$ cat src/rtl/uart_pkg.sv
// rtl/uart_pkg.sv - shared types and constants for the UART frame controller
//
// Purpose: FSM state encoding, default framing bytes and baud codes used by
// uart_rx_frame_ctrl and its frame buffer.
// Ports: none (package).
package uart_pkg;

  typedef enum logic [2:0] {
    IDLE    = 3'd0,
    LEN     = 3'd1,
    PAYLOAD = 3'd2,
    CHK     = 3'd3,
    HOLD    = 3'd4
  } state_t;

  localparam logic [7:0] HDR_DEFAULT        = 8'h55;
  localparam logic [7:0] CFG_OPCODE_DEFAULT = 8'hB0;

  localparam logic [2:0] BAUD_115200 = 3'd0;
  localparam logic [2:0] BAUD_9600_A = 3'd1;
  localparam logic [2:0] BAUD_9600_B = 3'd2;

  // Highest baud code the receiver understands; anything above is rejected.
  localparam logic [2:0] BAUD_CODE_MAX = BAUD_9600_B;

  // Running 8-bit checksum step; a frame is good when the final residue is 0.
  function automatic logic [7:0] sum8(input logic [7:0] acc, input logic [7:0] b);
    return acc + b;
  endfunction

endpackage

$ cat src/rtl/uart_frame_buf.sv
// rtl/uart_frame_buf.sv - payload buffer, one sync write port, one registered read port
//
// Purpose: holds the payload of the frame being received / held for the host.
// Ports:
//   sysclk, rst        clock, asynchronous active-low reset (read register only)
//   wr_en/addr/data    synchronous write port
//   rd_addr            read index; indexes at or beyond DEPTH read as 0
//   rd_data            registered read data, one cycle after rd_addr
module uart_frame_buf #(
  parameter int DEPTH = 16,
  parameter int AW    = 4
) (
  input  logic          sysclk,
  input  logic          rst,
  input  logic          wr_en,
  input  logic [AW-1:0] wr_addr,
  input  logic [7:0]    wr_data,
  input  logic [AW-1:0] rd_addr,
  output logic [7:0]    rd_data
);

  localparam logic [AW:0] DEPTH_W = (AW+1)'(DEPTH);

  logic [7:0] mem [DEPTH];
  logic       wr_in_range;
  logic       rd_in_range;

  // Extra MSB keeps the compare meaningful when DEPTH is a power of two.
  assign wr_in_range = ({1'b0, wr_addr} < DEPTH_W);
  assign rd_in_range = ({1'b0, rd_addr} < DEPTH_W);

  always_ff @(posedge sysclk) begin
    if (wr_en && wr_in_range) begin
      mem[wr_addr] <= wr_data;
    end
  end

  always_ff @(posedge sysclk or negedge rst) begin
    if (!rst) begin
      rd_data <= 8'd0;
    end else if (rd_in_range) begin
      rd_data <= mem[rd_addr];
    end else begin
      rd_data <= 8'd0;
    end
  end

endmodule

$ cat src/rtl/uart_rx_frame_ctrl.sv
// rtl/uart_rx_frame_ctrl.sv - sequences UART bytes into checked command frames
//
// Purpose: parses HDR, LEN, payload, CHK from the receiver byte stream, holds
// one good frame for the host, and consumes baud-config frames internally.
// Ports:
//   sysclk, rst            clock, asynchronous active-low reset
//   rx_data, rx_done       receiver byte and its one-cycle strobe
//   baud_set               receiver baud code
//   frame_valid/ready      host handshake for the held frame
//   frame_len              payload length of the held frame
//   rd_addr, rd_data       payload read port, one cycle latency
//   err_len/chk/timeout/ovf/cfg   one-cycle error pulses
module uart_rx_frame_ctrl
  import uart_pkg::*;
#(
  parameter int         MAX_LEN      = 16,
  parameter logic [7:0] HDR          = HDR_DEFAULT,
  parameter logic [7:0] CFG_OPCODE   = CFG_OPCODE_DEFAULT,
  parameter int         TIMEOUT_CLKS = 20000,
  localparam int        AW           = (MAX_LEN > 1) ? $clog2(MAX_LEN) : 1
) (
  input  logic          sysclk,
  input  logic          rst,
  input  logic [7:0]    rx_data,
  input  logic          rx_done,
  output logic [2:0]    baud_set,
  output logic          frame_valid,
  input  logic          frame_ready,
  output logic [7:0]    frame_len,
  input  logic [AW-1:0] rd_addr,
  output logic [7:0]    rd_data,
  output logic          err_len,
  output logic          err_chk,
  output logic          err_timeout,
  output logic          err_ovf,
  output logic          err_cfg
);

  localparam int            TW        = (TIMEOUT_CLKS > 1) ? $clog2(TIMEOUT_CLKS) : 1;
  localparam logic [7:0]    MAX_LEN_B = 8'(MAX_LEN);
  localparam logic [TW-1:0] TMO_LAST  = TW'(TIMEOUT_CLKS - 1);

  state_t        state_q, state_d;
  logic [7:0]    len_q, sum_q, idx_q;
  logic [7:0]    b0_q, b1_q;
  logic [TW-1:0] tmo_cnt;

  logic counting, tmo_hit;
  logic len_ld, pay_wr, cfg_ld, frame_ld, frame_clr;
  logic err_len_d, err_chk_d, err_tmo_d, err_ovf_d, err_cfg_d;

  assign counting = (state_q == LEN) || (state_q == PAYLOAD) || (state_q == CHK);
  assign tmo_hit  = counting && !rx_done && (tmo_cnt == TMO_LAST);

  always_comb begin
    state_d   = state_q;
    len_ld    = 1'b0;
    pay_wr    = 1'b0;
    cfg_ld    = 1'b0;
    frame_ld  = 1'b0;
    frame_clr = 1'b0;
    err_len_d = 1'b0;
    err_chk_d = 1'b0;
    err_tmo_d = 1'b0;
    err_ovf_d = 1'b0;
    err_cfg_d = 1'b0;
    case (state_q)
      IDLE: begin
        if (rx_done && rx_data == HDR) state_d = LEN;
      end
      LEN: begin
        if (rx_done) begin
          if (rx_data == 8'd0 || rx_data > MAX_LEN_B) begin
            err_len_d = 1'b1;
            state_d   = IDLE;
          end else begin
            len_ld  = 1'b1;
            state_d = PAYLOAD;
          end
        end else if (tmo_hit) begin
          err_tmo_d = 1'b1;
          state_d   = IDLE;
        end
      end
      PAYLOAD: begin
        if (rx_done) begin
          pay_wr = 1'b1;
          if (idx_q == len_q - 8'd1) state_d = CHK;
        end else if (tmo_hit) begin
          err_tmo_d = 1'b1;
          state_d   = IDLE;
        end
      end
      CHK: begin
        if (rx_done) begin
          state_d = IDLE;
          if (sum8(sum_q, rx_data) != 8'd0) begin
            err_chk_d = 1'b1;
          end else if (len_q == 8'd2 && b0_q == CFG_OPCODE) begin
            // Config frames never reach the host.
            if (b1_q <= {5'd0, BAUD_CODE_MAX}) cfg_ld = 1'b1;
            else err_cfg_d = 1'b1;
          end else begin
            frame_ld = 1'b1;
            state_d  = HOLD;
          end
        end else if (tmo_hit) begin
          err_tmo_d = 1'b1;
          state_d   = IDLE;
        end
      end
      HOLD: begin
        if (frame_ready) begin
          // A byte landing on the handshake cycle is treated as seen in IDLE.
          frame_clr = 1'b1;
          state_d   = (rx_done && rx_data == HDR) ? LEN : IDLE;
        end else if (rx_done) begin
          err_ovf_d = 1'b1;
        end
      end
      default: state_d = IDLE;
    endcase
  end

  always_ff @(posedge sysclk or negedge rst) begin
    if (!rst) begin
      state_q <= IDLE;
    end else begin
      state_q <= state_d;
    end
  end

  always_ff @(posedge sysclk or negedge rst) begin
    if (!rst) begin
      tmo_cnt <= '0;
    end else if (rx_done || !counting) begin
      tmo_cnt <= '0;
    end else begin
      tmo_cnt <= tmo_cnt + TW'(1);
    end
  end

  always_ff @(posedge sysclk or negedge rst) begin
    if (!rst) begin
      len_q       <= 8'd0;
      sum_q       <= 8'd0;
      idx_q       <= 8'd0;
      b0_q        <= 8'd0;
      b1_q        <= 8'd0;
      baud_set    <= BAUD_115200;
      frame_valid <= 1'b0;
      frame_len   <= 8'd0;
      err_len     <= 1'b0;
      err_chk     <= 1'b0;
      err_timeout <= 1'b0;
      err_ovf     <= 1'b0;
      err_cfg     <= 1'b0;
    end else begin
      err_len     <= err_len_d;
      err_chk     <= err_chk_d;
      err_timeout <= err_tmo_d;
      err_ovf     <= err_ovf_d;
      err_cfg     <= err_cfg_d;
      if (len_ld) begin
        len_q <= rx_data;
        sum_q <= rx_data;
        idx_q <= 8'd0;
      end
      if (pay_wr) begin
        sum_q <= sum8(sum_q, rx_data);
        idx_q <= idx_q + 8'd1;
        // First two payload bytes are shadowed for config-frame decoding.
        if (idx_q == 8'd0) b0_q <= rx_data;
        if (idx_q == 8'd1) b1_q <= rx_data;
      end
      if (cfg_ld) baud_set <= b1_q[2:0];
      if (frame_ld) begin
        frame_valid <= 1'b1;
        frame_len   <= len_q;
      end
      if (frame_clr) frame_valid <= 1'b0;
    end
  end

  uart_frame_buf #(
    .DEPTH (MAX_LEN),
    .AW    (AW)
  ) u_buf (
    .sysclk  (sysclk),
    .rst     (rst),
    .wr_en   (pay_wr),
    .wr_addr (idx_q[AW-1:0]),
    .wr_data (rx_data),
    .rd_addr (rd_addr),
    .rd_data (rd_data)
  );

endmodule

$ cat config.mk
export PLATFORM = sky130hd
export DESIGN_NAME = uart_rx_frame_ctrl
export DESIGN_NICKNAME = d
export VERILOG_FILES = /design/src/rtl/uart_pkg.sv /design/src/rtl/uart_frame_buf.sv /design/src/rtl/uart_rx_frame_ctrl.sv
export SDC_FILE = /design/constraint.sdc
export NUM_CORES = 1
export LEC_CHECK = 0
export BUFFER_PORTS_ARGS = -buffer_cell sky130_fd_sc_hd__clkbuf_2
export CAP_MARGIN = 0
export CELL_PAD_IN_SITES_DETAIL_PLACEMENT = 1
export CELL_PAD_IN_SITES_GLOBAL_PLACEMENT = 2
export CORE_ASPECT_RATIO = 0.75
export CORE_MARGIN = 8
export CORE_UTILIZATION = 43
export CTS_BUF_LIST = sky130_fd_sc_hd__clkbuf_2 sky130_fd_sc_hd__clkbuf_4 sky130_fd_sc_hd__clkbuf_8
export DETAILED_ROUTE_END_ITERATION = 16
export GPL_TIMING_DRIVEN = 0
export PLACE_DENSITY_LB_ADDON = 0.1
export SYNTH_ARGS = -nofsm -noshare
export SYNTH_HDL_FRONTEND = slang
export SYNTH_SLANG_ARGS = --single-unit
$ cat constraint.sdc
create_clock -name sysclk -period 2.6 [get_ports sysclk]
set_input_delay 0.13 -clock sysclk [delete_from_list [all_inputs] [get_ports sysclk]]
set_output_delay 0.13 -clock sysclk [all_outputs]
set_load 0.03 [all_outputs]
==> results of run 1 <==
[what timing repair did]
action	in CTS	in global routing
hold endpoints to repair	40	0
gates resized for setup	10	22
buffers inserted	4	9
endpoints found under the setup margin	28	64
cloned	1	0
pin swaps	3	8
hold buffers	4	0
[cell type report]
class | instances | area (um^2) | area share
buffer | 19 | 75.1 | 0.00718
clock buffer | 46 | 577 | 0.0552
clock inverter | 17 | 128 | 0.0122
inverter | 10 | 37.5 | 0.00359
multi-input combinational | 312 | 3020 | 0.289
sequential | 211 | 5920 | 0.566
tap | 258 | 323 | 0.0309
timing repair buffer | 55 | 373 | 0.0357
[kinds of logic after synthesis]
kind of cell / count (synthesis)
flops: 211
simple gates: 147
mux: 70
compound gates: 51
buf+inv: 29
xor+xnor: 28
fa+ha+maj: 15
[flip-flops by register name, summed over array words and instances (netlist names)]
| name | count |
|---|---|
| b0_q | 8 |
| b1_q | 8 |
| baud_set | 3 |
| err_cfg | 1 |
| err_chk | 1 |
| err_len | 1 |
| err_ovf | 1 |
| err_timeout | 1 |
| frame_len | 8 |
| frame_valid | 1 |
| idx_q | 8 |
| len_q | 8 |
| state_q | 3 |
| sum_q | 8 |
| tmo_cnt | 15 |
| u_buf.mem | 128 |
| u_buf.rd_data | 8 |
[synthesized netlist by cell type (2+ instances only)]
cell type  number  area [um^2]
a2111oi_0       2         17.5
a21o_1          3         22.5
a21oi_1         9         45.0
a221o_1         5         50.1
and2_1         18          113
and3_1         12         75.1
and4_1          2         17.5
buf_1           2         7.51
buf_2           3         15.0
clkbuf_1       14         52.6
dfrtp_1        83         2080
edfxtp_1      128         3840
ha_1           14          175
inv_1           9         33.8
mux2_2         29          327
mux4_2         40          901
nand2_1        23         86.3
nand3_1        22          110
nand4_1         7         43.8
nor2_1         27          101
nor2b_1         2         12.5
nor3_1          8         40.0
nor3b_1         2         15.0
nor4_1         11         68.8
o211ai_1        3         22.5
o21a_1          2         15.0
o21ai_0        14         70.1
o31ai_1         2         15.0
or2_2           2         12.5
or3_1           4         25.0
xnor2_1        14          123
xor2_1         14          123
[final timing paths]
kind,start,slack [ns],cells past startpoint,end
min in group sysclk,rx_data[2],0.21,1,u_buf.mem[7][2]
min reg2reg,baud_set[2],0.49,1,baud_set[2]
min,rst,0.17,2,frame_len[7]
max in group asynchronous,rst,1.76,3,tmo_cnt[0]
max,sum_q[0],-0.02,9,baud_set[0]
max reg2reg,sum_q[0],-0.02,9,baud_set[0]
[routing by layer]
layer | global-route usage | up-vias
li1 | - | 2326
met1 | 0.242 | 2724
met2 | 0.259 | 109
met3 | 0.0318 | 35
met4 | 0.0426 | 0
met5 | 0 | -
[where the power goes]
part	total, mW	internal [mW]	switching (mW)
logic	2.26	1.04	1.22
clock network	2.98	1.65	1.33
registers	4.22	3.94	0.283
[stage by stage]
stage / instances / TNS, ns / instance area [um^2]
floorplan: 551 / 0 / 8880
global placement: 846 / -5.24 / 9390
detailed placement: 847 / -7.31 / 9420
CTS: 919 / -0.00272 / 10300
global route: 928 / -2.38 / 10500
finish: 928 / -0.0313 / 10500
==> results.toml, run 1 <==
[outcome]
status = "finished, violations left"
violations = "negative setup slack"

[logic_synthesis]
synth_nets = 582
synthCells = 551
synthMuxAreaShare = 0.139
ys_types = 53
synth_seq_cells = 211
syn_avg_cell_area_um2 = 16.1
synth_area_um2 = 8880
ys.flop_type = "edfxtp_1"
synth_adder_area_share = 0.0220
ys_seq_area_frac = 0.667
synth-compound-area-share = 0.0420
async_flop_share = 0.393
synthSimpleGateAreaFrac = 0.0896
synth_edf_count = 128
synth_top_family_by_area = "multiplexers"
synth_xor_area_frac = 0.0276
yosysWarnings = 0

[drt]
drt-met1-wl_mm = 10.2
drt-vias-per-instance = 5.60
top_layer_used = "met4"
dr_total_vias = 5194
dr.pass1.iters = 4
wire_per_inst_um = 23.1
routed-wl-met3_um = 984
drt.antenna.violating_nets = 0
drt_iter0_drc = 340
wirelength_mm = 21.5
route.detailed.drc = 0
wl_met2_mm = 9.90

[clock_tree]
insertion_delay_ns = 0.53
max-clock-path-buffers = 3
tritoncts = "yes"
cts-root-buf = "clkbuf_8"
numCtsBuffers = 35
clkSlewWorstSetupHoldPaths_ns = 0.06
clock-sinks = 211
htree_levels = 2

[floorplan]
core_region_area_um2 = 20300
dieWidth_um = 182
initial_utilization = 0.438
rows = 45
dieArea_um2 = 25600
ioPinCount = 41
die_h_um = 140

[sta]
fmax_ghz = 0.382
fin_skew_ns = 0.0237
slew_headroom = 0.460
hold_viol_final = 0
maxSlewViolCount = 0
final.min_clock_period_ns = 2.62
fin_ws_ns = -0.0175
setup_violations = 2
rsz0062_at_grt = "true"
holdWs_ns = 0.169
period_share = 1.01
worstMarginPinSlew_ns = 0.810

[setup_path]
slowest_delay_ns = 0.43
worstPathArrival_ns = 3.02
critPathCaptureType = "flop"
crit_type = "reg2reg"
crit_top_cell = "buf_6"
crit_family = "adder cells"
critPathLaunchType = "flop"
path_buf_inv = 2
crit_slowest_cell = "fa_2"
crit_chain = "ha_4 -> fa_2 -> xnor2_1 -> o211ai_1 -> a2111oi_4 -> buf_6 -> nand4_1 -> buf_6 -> mux2_2"
worstPathMaxFanout = 4
cp.required_ns = 3.00

[power]
p_per_area_nw_per_um2 = 905
ir_drop_mv = 0.422
total_leakage_power_nw = 3.98
p_total_mw = 9.46

[global_route]
grtUsageTotal = 0.168
grt_pass1_wl_mm = 33.2
grt_pass1_vias = 5650
grt_max_degree = 48
grt_overflow = 0
antenna_found_initial = 0

[cells_and_area]
fillers = 1981
nets = 675
final_common_cell = "edfxtp_1"
layout_common_cells = "edfxtp_1, dfrtp_1, mux4_2, clkbuf_8, clkbuf_2"
fin_util = 0.516
antenna_cells = 0
drive_above_1_share = 0.306
area_growth_pct = 17.7

[placed_design]
pre_cts_slack_ns = -0.641
gp_congestion = 0.747
place_hpwl_mm = 13.9
numPortBuffers = 37

[worst_hold_path]
min_path_type = "in2async"

[job]
cap_viol_max_count = 0
No activity file was read; power rests on OpenSTA's default activity.
==> inputs of run 2 (changes only) <==
--- a/config.mk
+++ b/config.mk
@@ -18,4 +18,5 @@
 export PLACE_DENSITY_LB_ADDON = 0.1
 export SYNTH_ARGS = -nofsm -noshare
 export SYNTH_HDL_FRONTEND = slang
+export SYNTH_HIERARCHICAL = 1
 export SYNTH_SLANG_ARGS = --single-unit
==> run 2 against run 1 <==
The flow now finishes without violations; clock power hardly changed; critical path depth fell by 2; setup slack better by 0.093 ns; via count grew 6.8%; maximum frequency increased by 3.7%; cell count increased by 7.4%; global-route usage rose by 0.75 points; hold slack got worse by 0.12 ns; count of clock-buffer cells in the layout rose by 10; register-to-register slack gained 0.09 ns; largest power group unchanged.
==> results.toml, run 2 <==
[logic_synthesis]
syn_avg_cell_area_um2 = 15.3
synth_area_um2 = 9190
async_flop_share = 0.393
synth_seq_cells = 211
ys.flop_type = "edfxtp_1"
synth_top_area_frac = 0.418
synth.most_common_cell = "edfxtp_1"
yosys-top-cells-area = "edfxtp_1, dfrtp_1, mux4_2"
yosysWarnings = 6
ys_top_cells_by_count = "edfxtp_1, dfrtp_1, nor2_1, nand2_1, mux2_2"
synth_nets = 629
synth_edf_count = 128
synth_top_area_cell = "edfxtp_1"
ys_seq_area_frac = 0.644
synthCells = 599
ys_types = 69

[drt]
drt.antenna.violating_nets = 0
route.detailed.drc = 0
dr.pass1.iters = 5
drt_iter0_drc = 396
drt-vias-per-instance = 5.56
wirelength_mm = 22.8
dr_total_vias = 5546
wire_per_inst_um = 22.9

[global_route]
grt_pass1_vias = 5948
grt_overflow = 0
grt.met2_usage = 0.257
grtUsageTotal = 0.176
groute.layer.met1.usage = 0.259
grt_pass1_wl_mm = 35.1
grt_use_met3 = 0.0416
busiest_layer = "met1"
grt_max_degree = 59
antenna_found_initial = 0

[power]
power.switching_mw = 1.73
ir_drop_mv = 0.457
clkPwrFrac = 0.417
p_comb_frac = 0.078
p_int_mw = 5.49
total_leakage_power_nw = 4.26
p_total_mw = 7.21
seq_power_share = 0.505
p_per_area_nw_per_um2 = 673
switching_share = 0.239

[floorplan]
dieWidth_um = 185
dieArea_um2 = 26400
initial_utilization = 0.436
core_region_area_um2 = 21100
die_h_um = 143
rows = 46
ioPinCount = 41

[setup_path]
crit_slowest_cell = "dfrtp_1"
crit_top_cell = "a21o_1"
critPathLaunch = "sum_q[0]"
reg2reg_depth = 7
worstPathMaxFanout = 4
r2r_end = "frame_len[4]"
crit_chain = "ha_1 -> fa_2 -> a21o_1 -> a21o_1 -> mux2i_4 -> nand4_2 -> mux2_2"
worstPathArrival_ns = 2.92
slowest_delay_ns = 0.40
cp.required_ns = 3.00
r2r_slack_ns = 0.08
critPathLaunchType = "flop"
endpoint = "frame_len[4]"
r2r_start = "sum_q[0]"
crit_type = "reg2reg"
critPathCaptureType = "flop"

[job]
cap_viol_max_count = 0

[sta]
slew_headroom = 0.451
worstMarginPinSlew_ns = 0.821
fin_skew_ns = 0.0244
final.min_clock_period_ns = 2.52
period_share = 0.971
holdWs_ns = 0.0532
hold_viol_final = 0
rsz0062_at_grt = "true"
fmax_ghz = 0.396
maxSlewViolCount = 0
fin_ws_ns = 0.0752
setup_violations = 0

[worst_hold_path]
min_path_type = "in2reg"

[placed_design]
gp_congestion = 0.769
numPortBuffers = 39
postPlaceCellArea_um2 = 9780
pre_cts_slack_ns = -0.862
place_hpwl_mm = 15.1

[cells_and_area]
drive_above_1_share = 0.279
fin_util = 0.508
area_growth_pct = 16.6
regMostFlops = "u_buf/mem"
antenna_cells = 0
reg_top3 = "u_buf/mem x128, tmo_cnt x15"
fin_area_um2 = 10700
nets = 712
final_common_cell = "edfxtp_1"
largest_reg_flops = 128
layout_common_cells = "edfxtp_1, dfrtp_1, clkbuf_8, nor2_1, clkbuf_2"

[clock_tree]
tritoncts = "yes"
clkSlewWorstSetupHoldPaths_ns = 0.07
numCtsBuffers = 35
htree_levels = 2
max-clock-path-buffers = 3
insertion_delay_ns = 0.52
clock-sinks = 211
cts-root-buf = "clkbuf_8"

[outcome]
status = "complete, no violations"
-- run 2: cell families (layout without fill, tap and decap cells) --
| logic type | count (synthesis) | count (layout) | synth area share |
|---|---|---|---|
| mux | 66 | 66 | 0.125 |
| simple gates | 175 | 176 | 0.106 |
| compound gates | 72 | 72 | 0.0585 |
| fa+ha+maj | 14 | 14 | 0.0199 |
| flops | 211 | 211 | 0.644 |
| buf+inv | 33 | 142 | 0.0199 |
| xor+xnor | 28 | 28 | 0.0267 |
-- run 2: power groups by stage --
stage                     logic [mW]  clock network, mW  registers [mW]
after floorplan                0.285                  0            3.72
after global placement         0.495                  0            3.71
after detailed placement       0.515                  0            3.71
after CTS                      0.534               3.09            3.65
after global routing           0.610               3.22            3.65
final                          0.559               3.01            3.65
-- run 2: metrics by stage --
step	cells	TNS, ns
6_report	997	0
4_1_cts	993	0
2_1_floorplan	599	-1.48
3_5_place_dp	927	-76.26
5_1_grt	997	-0.551
3_3_place_gp	926	-67.78
-- run 2: how the worst min path moves through the flow --
stage	end	cells after the start	slack (ns)	from
CTS	state_q[1]	4	0.02	rx_done
detailed placement	tmo_cnt[8]	1	0.11	rst
global placement	state_q[2]	2	0.38	frame_ready
floorplan	b0_q[0]	0	-0.17	rst
global route	state_q[1]	4	0.08	rx_done
finish	state_q[1]	4	0.05	rx_done
-- run 2: metal layers --
metal,vias to the layer above,share of wire,wire (um)
li1,2493,-,-
met5,-,0,0
met2,126,0.43,9790
met4,0,0.016,369
met1,2895,0.50,11400
met3,32,0.057,1290
-- run 2: critical path, delay by kind of cell (launching register included) --
family / cells / cell delay, ns
AO/OA/AOI/OAI: 2 / 0.42
multiplexers: 2 / 0.69
flip-flops: 1 / 0.40
adder cells (fa/ha/maj): 2 / 0.59
AND/OR/NAND/NOR: 1 / 0.31
-- run 2: final cells by class --
| class | instances | area (um^2) |
|---|---|---|
| clock buffers | 56 | 683 |
| multi-input cells | 356 | 3230 |
| clock inverters | 8 | 41.3 |
| repair buffers | 47 | 295 |
| fillers | 2119 | 10400 |
| well taps | 288 | 360 |
| inverters | 13 | 51.3 |
| plain buffers | 18 | 125 |
| flip-flops and latches | 211 | 5920 |
-- run 2: what timing repair did --
| action | 4_1_cts | 5_1_grt |
|---|---|---|
| setup buffers | 2 | 3 |
| gates resized for setup | 22 | 8 |
| hold endpoints to repair | 85 | 0 |
| pin swaps | 3 | 2 |
| cloned | 0 | 1 |
| hold buffers | 2 | 0 |
| setup endpoints to repair | 139 | 49 |
